## src/rtl/uart_bus_bridge.sv

```systemverilog
// UART bus bridge: memory-mapped TXD/RXD/CON registers, TX FIFO with send
// sequencer, RX holding register and a level interrupt.
module uart_bus_bridge #(
  parameter logic [31:0] BASE_ADDR    = 32'h40000018,
  parameter int unsigned TXQ_DEPTH    = 4,
  parameter int unsigned BUSY_TIMEOUT = 16
) (
  input  logic        sysclk,
  input  logic        rst,
  input  logic [31:0] addr,
  input  logic [31:0] wdata,
  input  logic        mem_wr,
  input  logic        mem_rd,
  output logic [31:0] rdata,
  input  logic [7:0]  rx_data,
  input  logic        rx_status,
  input  logic        tx_status,
  output logic [7:0]  tx_data,
  output logic        tx_en,
  output logic        irq
);

  localparam int unsigned AW = $clog2(TXQ_DEPTH);
  localparam int unsigned CW = $clog2(BUSY_TIMEOUT + 1);
  localparam logic [AW:0]   PTR_ONE  = 1;
  localparam logic [CW-1:0] CNT_ONE  = 1;
  localparam logic [CW-1:0] CNT_LAST = CW'(BUSY_TIMEOUT - 1);
  localparam logic [31:0]   TXD_ADDR = BASE_ADDR;
  localparam logic [31:0]   RXD_ADDR = BASE_ADDR + 32'd4;
  localparam logic [31:0]   CON_ADDR = BASE_ADDR + 32'd8;

  typedef enum logic [1:0] {IDLE, LAUNCH, WAIT_BUSY, WAIT_DONE} tx_state_t;

  tx_state_t     state;
  logic [7:0]    txq [TXQ_DEPTH];
  logic [AW:0]   wr_ptr;
  logic [AW:0]   rd_ptr;
  logic [CW-1:0] busy_cnt;
  logic [7:0]    rx_buf;
  logic          rx_valid;
  logic          rx_ovf;
  logic          tx_ovf;
  logic          tx_irq_en;
  logic          rx_irq_en;
  logic          sel_txd;
  logic          sel_rxd;
  logic          sel_con;
  logic          txd_wr;
  logic          rxd_rd;
  logic          con_wr;
  logic          fifo_empty;
  logic          fifo_full;
  logic          pop;
  logic          push;
  logic          tx_drop;
  logic          tx_idle;
  logic          unused_wdata;

  assign sel_txd = (addr == TXD_ADDR);
  assign sel_rxd = (addr == RXD_ADDR);
  assign sel_con = (addr == CON_ADDR);
  assign txd_wr  = mem_wr && sel_txd;
  assign rxd_rd  = mem_rd && sel_rxd;
  assign con_wr  = mem_wr && sel_con;

  assign fifo_empty = (wr_ptr == rd_ptr);
  assign fifo_full  = (wr_ptr[AW] != rd_ptr[AW]) && (wr_ptr[AW-1:0] == rd_ptr[AW-1:0]);

  // A pop in the same cycle frees a slot, so a write to a full FIFO is still accepted.
  assign pop     = (state == IDLE) && !fifo_empty && tx_status;
  assign push    = txd_wr && (!fifo_full || pop);
  assign tx_drop = txd_wr && fifo_full && !pop;

  assign tx_idle = fifo_empty && (state == IDLE);
  assign irq     = (tx_irq_en && tx_idle) || (rx_irq_en && rx_valid);

  assign unused_wdata = ^{wdata[31:8], wdata[4:2]};

  always_comb begin
    rdata = '0;
    if (sel_rxd) begin
      rdata = {24'h0, rx_buf};
    end else if (sel_con) begin
      rdata = {25'h0, tx_ovf, rx_ovf, fifo_full, tx_idle, rx_valid, rx_irq_en, tx_irq_en};
    end
  end

  always_ff @(posedge sysclk) begin
    if (push) begin
      txq[wr_ptr[AW-1:0]] <= wdata[7:0];
    end
  end

  always_ff @(posedge sysclk or posedge rst) begin
    if (rst) begin
      wr_ptr <= '0;
      rd_ptr <= '0;
    end else begin
      if (push) wr_ptr <= wr_ptr + PTR_ONE;
      if (pop)  rd_ptr <= rd_ptr + PTR_ONE;
    end
  end

  always_ff @(posedge sysclk or posedge rst) begin
    if (rst) begin
      state    <= IDLE;
      tx_data  <= '0;
      tx_en    <= 1'b0;
      busy_cnt <= '0;
    end else begin
      case (state)
        IDLE: begin
          if (pop) begin
            tx_data <= txq[rd_ptr[AW-1:0]];
            tx_en   <= 1'b1;
            state   <= LAUNCH;
          end
        end
        LAUNCH: begin
          tx_en    <= 1'b0;
          busy_cnt <= '0;
          state    <= WAIT_BUSY;
        end
        WAIT_BUSY: begin
          if (!tx_status) begin
            state <= WAIT_DONE;
          end else if (busy_cnt == CNT_LAST) begin
            state <= IDLE;
          end else begin
            busy_cnt <= busy_cnt + CNT_ONE;
          end
        end
        WAIT_DONE: begin
          if (tx_status) state <= IDLE;
        end
        default: begin
          tx_en <= 1'b0;
          state <= IDLE;
        end
      endcase
    end
  end

  always_ff @(posedge sysclk or posedge rst) begin
    if (rst) begin
      rx_buf   <= '0;
      rx_valid <= 1'b0;
      rx_ovf   <= 1'b0;
    end else begin
      if (rx_status) begin
        rx_buf   <= rx_data;
        rx_valid <= 1'b1;
      end else if (rxd_rd) begin
        rx_valid <= 1'b0;
      end
      if (rx_status && rx_valid && !rxd_rd) begin
        rx_ovf <= 1'b1;
      end else if (con_wr && wdata[5]) begin
        rx_ovf <= 1'b0;
      end
    end
  end

  always_ff @(posedge sysclk or posedge rst) begin
    if (rst) begin
      tx_irq_en <= 1'b0;
      rx_irq_en <= 1'b0;
      tx_ovf    <= 1'b0;
    end else begin
      if (con_wr) begin
        tx_irq_en <= wdata[0];
        rx_irq_en <= wdata[1];
      end
      if (tx_drop) begin
        tx_ovf <= 1'b1;
      end else if (con_wr && wdata[6]) begin
        tx_ovf <= 1'b0;
      end
    end
  end

endmodule

```

## config.mk

```make
export PLATFORM = sky130hd
export DESIGN_NAME = uart_bus_bridge
export DESIGN_NICKNAME = d
export VERILOG_FILES = /design/src/rtl/uart_bus_bridge.sv
export SDC_FILE = /design/constraint.sdc
export NUM_CORES = 1
export LEC_CHECK = 0
export ABC_AREA = 1
export CAP_MARGIN = 15
export CORE_ASPECT_RATIO = 1.75
export CORE_MARGIN = 3
export CORE_UTILIZATION = 46
export DETAILED_ROUTE_END_ITERATION = 8
export GPL_ROUTABILITY_DRIVEN = 0
export PLACE_DENSITY = 0.92
export SYNTH_ARGS = -nofsm -noshare
export SYNTH_HDL_FRONTEND = slang
export SYNTH_SLANG_ARGS = --single-unit
export TNS_END_PERCENT = 100
```

## constraint.sdc

```tcl
create_clock -name sysclk -period 2.3 [get_ports sysclk]
set_input_delay 0.46 -clock sysclk [delete_from_list [all_inputs] [get_ports sysclk]]
set_output_delay 0.46 -clock sysclk [all_outputs]
set_load 0.02 [all_outputs]
```

==> results.cfg <==
[logic_synthesis]
synthArstFlopShare_pct = 52.24
synthFlopType = dfrtp_1
synth_cells = 397
yosysUniqueCellTypes = 34
synth_area_leaders = edfxtp_1, dfrtp_1, nand2_1, nor2_1, buf_4
yosys_warnings = 0
yosysMostFrequentCell = nand2_1
synth_top_area_cell = edfxtp_1
synth-edff-count = 32
yosys.area.top_type_share_pct = 27.06
syn_area_per_cell_um2 = 8.944
netlist_top_cells_count = nand2_1, nor2_1, inv_1
netlist_area_um2 = 3551
synth_seq_cells = 67
synth_seq_area_share_pct = 51.73

[timing]
timing.final.ws_setup_ns = 0.1185
hold_ws_ns = 0.4745
relSlewSlack_pct = 63.29
slew_violations = 0
tightest_slew_ns = 0.5490
finalCriticalPeriod_ns = 2.181
min_period_over_period_pct = 94.85
setup_violations = 0
hold_violations = 0
skew_ns = 0.003609
fmax_mhz = 458.4
rsz0062_at_grt = no

[job]
max_cap_viol_count = 0

[floorplanning]
ios = 120
die_area_um2 = 8851
fp-row-count = 41
die_w_um = 72.42
start_util_pct = 48.41
die_h_um = 122.2
core_area_um2 = 7336

[min_path]
hold_class = reg -> reg
hold_depth = 2

[clock_tree]
clk_pin_slew_ns = 0.05
clockBufferDepth = 2
clock-sinks = 67
worstSkewPairLatency_ns = 0.33
cts_tree = built
h-tree-depth = 3
ctsHoldBuffers = 0
cts_made_buffers = 9
clockRootBuffer = clkbuf_16

[global_routing]
grt_overflow = 0
track_usage_pct = 19.60
grt_pass1_vias = 3001
grt_pass1_wl_um = 13390
antenna_found_initial = 0
grt_max_degree = 36

[routing]
wl_per_cell_um = 14.48
dr.pass1.iters = 6
wl_met2_um = 4776
via_count = 3058
wl_met1_um = 2953
dr_wl_met3_um = 591
detail-route-antenna-nets = 0
viasPerCell = 5.148
route.detailed.drc = 0
routed_wl_um = 8603
highest-signal-layer = met4
initialDrtViolationCount = 177

[placed_design]
portBuffers = 71
preCtsSetupSlack_ns = -0.5265
dp_hpwl_um = 5959

[finish]
final_layout_size_suffix_gt1_share_pct = 20.87
fin_nets = 588
diodes = 0
syn2layout_area_growth_pct = 36.22
n_fill_cell = 515

[setup_path]
worstSetupPathType = in -> out
cp_max_fo = 8
reg2regPathDepth = 9
crit_arrival_ns = 1.72
startpoint_type = input pin
cp.required_ns = 1.84
cp-end-kind = output port

[status]
status = finished, final reports clean

[power_and_ir_drop]
leakage_nw = 2.376
power.density_nw_per_um2 = 852.4
peakVddDrop_v = 0.0006204
[flip-flops by register name, summed over array words and instances (netlist names), 2 cells and up]
| register | count |
|---|---|
| txq | 32 |
| wr_ptr | 3 |
| rd_ptr | 3 |
| tx_data | 8 |
| state | 2 |
| busy_cnt | 5 |
| rx_buf | 8 |
[cells by family (layout without fill, tap and decap cells)]
logic type | Yosys count | after routing | synth area share, %
and+or+nand+nor | 198 | 198 | 25.02
buffers and inverters | 74 | 162 | 11.49
DFF | 67 | 67 | 51.73
AOI/OAI and AO/OA | 45 | 45 | 7.540
adders and majority gates | 7 | 7 | 2.466
xor gates and xnor gates | 5 | 5 | 1.656
other | 1 | 24 | 0.1056
[critical path, cell delays in order]
cell           delay, ns
dlygate4sd2_1       0.26
nor2_2              0.14
nand2_1             0.08
nor2_2              0.12
nand2_2             0.09
nor2_4              0.12
nand2_4             0.12
o21ai_2             0.18
buf_6               0.14
[area by class of cell]
class                   count  area [um2]  share of cell area, %
clock buffers              10       239.0                  4.941
clock inverters             6       40.04                 0.8277
inverters                  41       157.7                  3.259
multi-input cells         279        1465                  30.29
flip-flops and latches     67        1837                  37.97
well taps                  86       107.6                  2.225
repair buffers            105       991.0                  20.49
[report_power, final]
part	internal, mW	leakage, nW	total, mW	switching (mW)
clock	0.757	0.139	1.25	0.498
combinational	0.538	1.51	1.34	0.799
sequential	1.42	0.725	1.53	0.116
[layout by cell type (no fill, tap or decap), types with 2 or more instances in the layout]
master	n
conb_1	24
clkbuf_16	9
ha_1	7
nand2_1	84
dlymetal6s2s_1	16
dfrtp_1	35
nor2_2	15
buf_4	34
clkdlybuf4s50_1	30
nand3_1	23
nand4_1	5
o21ai_0	26
dlygate4sd2_1	16
nand3_2	2
nor2_1	50
edfxtp_1	32
o22ai_1	10
buf_6	8
o21ai_4	2
o21ai_2	5
xor2_1	3
clkinv_2	4
nand2_2	7
nand2_4	5
inv_1	39
[per-stage QoR]
| step | std cells | TNS [ns] | instance area [um2] | power (mW) | util, % |
|---|---|---|---|---|---|
| floorplan | 420 | 0 | 3637 | 2.437 | - |
| global placement | 567 | -3.847 | 4378 | 2.793 | 59.68 |
| detailed placement | 567 | -6.078 | 4378 | 2.851 | 59.68 |
| CTS | 592 | 0 | 4698 | 4.123 | 64.05 |
| global route | 594 | 0 | 4837 | 4.326 | 65.94 |
| finish | 594 | 0 | 4837 | 4.123 | 65.94 |
[repair_timing]
| action | 4_1_cts | 5_1_grt |
|---|---|---|
| setup buffers | 9 | 2 |
| gates resized for setup | 62 | 42 |
| endpoints found under the setup margin | 9 | 9 |
| pin swaps | 12 | 19 |
[metal layers]
layer	vias up	GRT usage, %
met2	156	36.36
met4	0	9.469
li1	1450	-
met5	-	0
met1	1427	20.47
met3	25	4.016
[worst paths after layout]
| check | startpoint | to | slack [ns] |
|---|---|---|---|
| worst max-delay path | addr[28] | rdata[2] | 0.12 |
| min in group asynchronous | rst | rx_buf[1] | 0.52 |
| worst max register to register | busy_cnt[0] | state[0] | 0.51 |
| max in group asynchronous | rst | tx_data[5] | 1.46 |
| worst min-delay path | tx_data[6] | tx_data[6] | 0.47 |
| worst min register to register | tx_data[6] | tx_data[6] | 0.47 |
No activity file was read; power rests on OpenSTA's default activity.
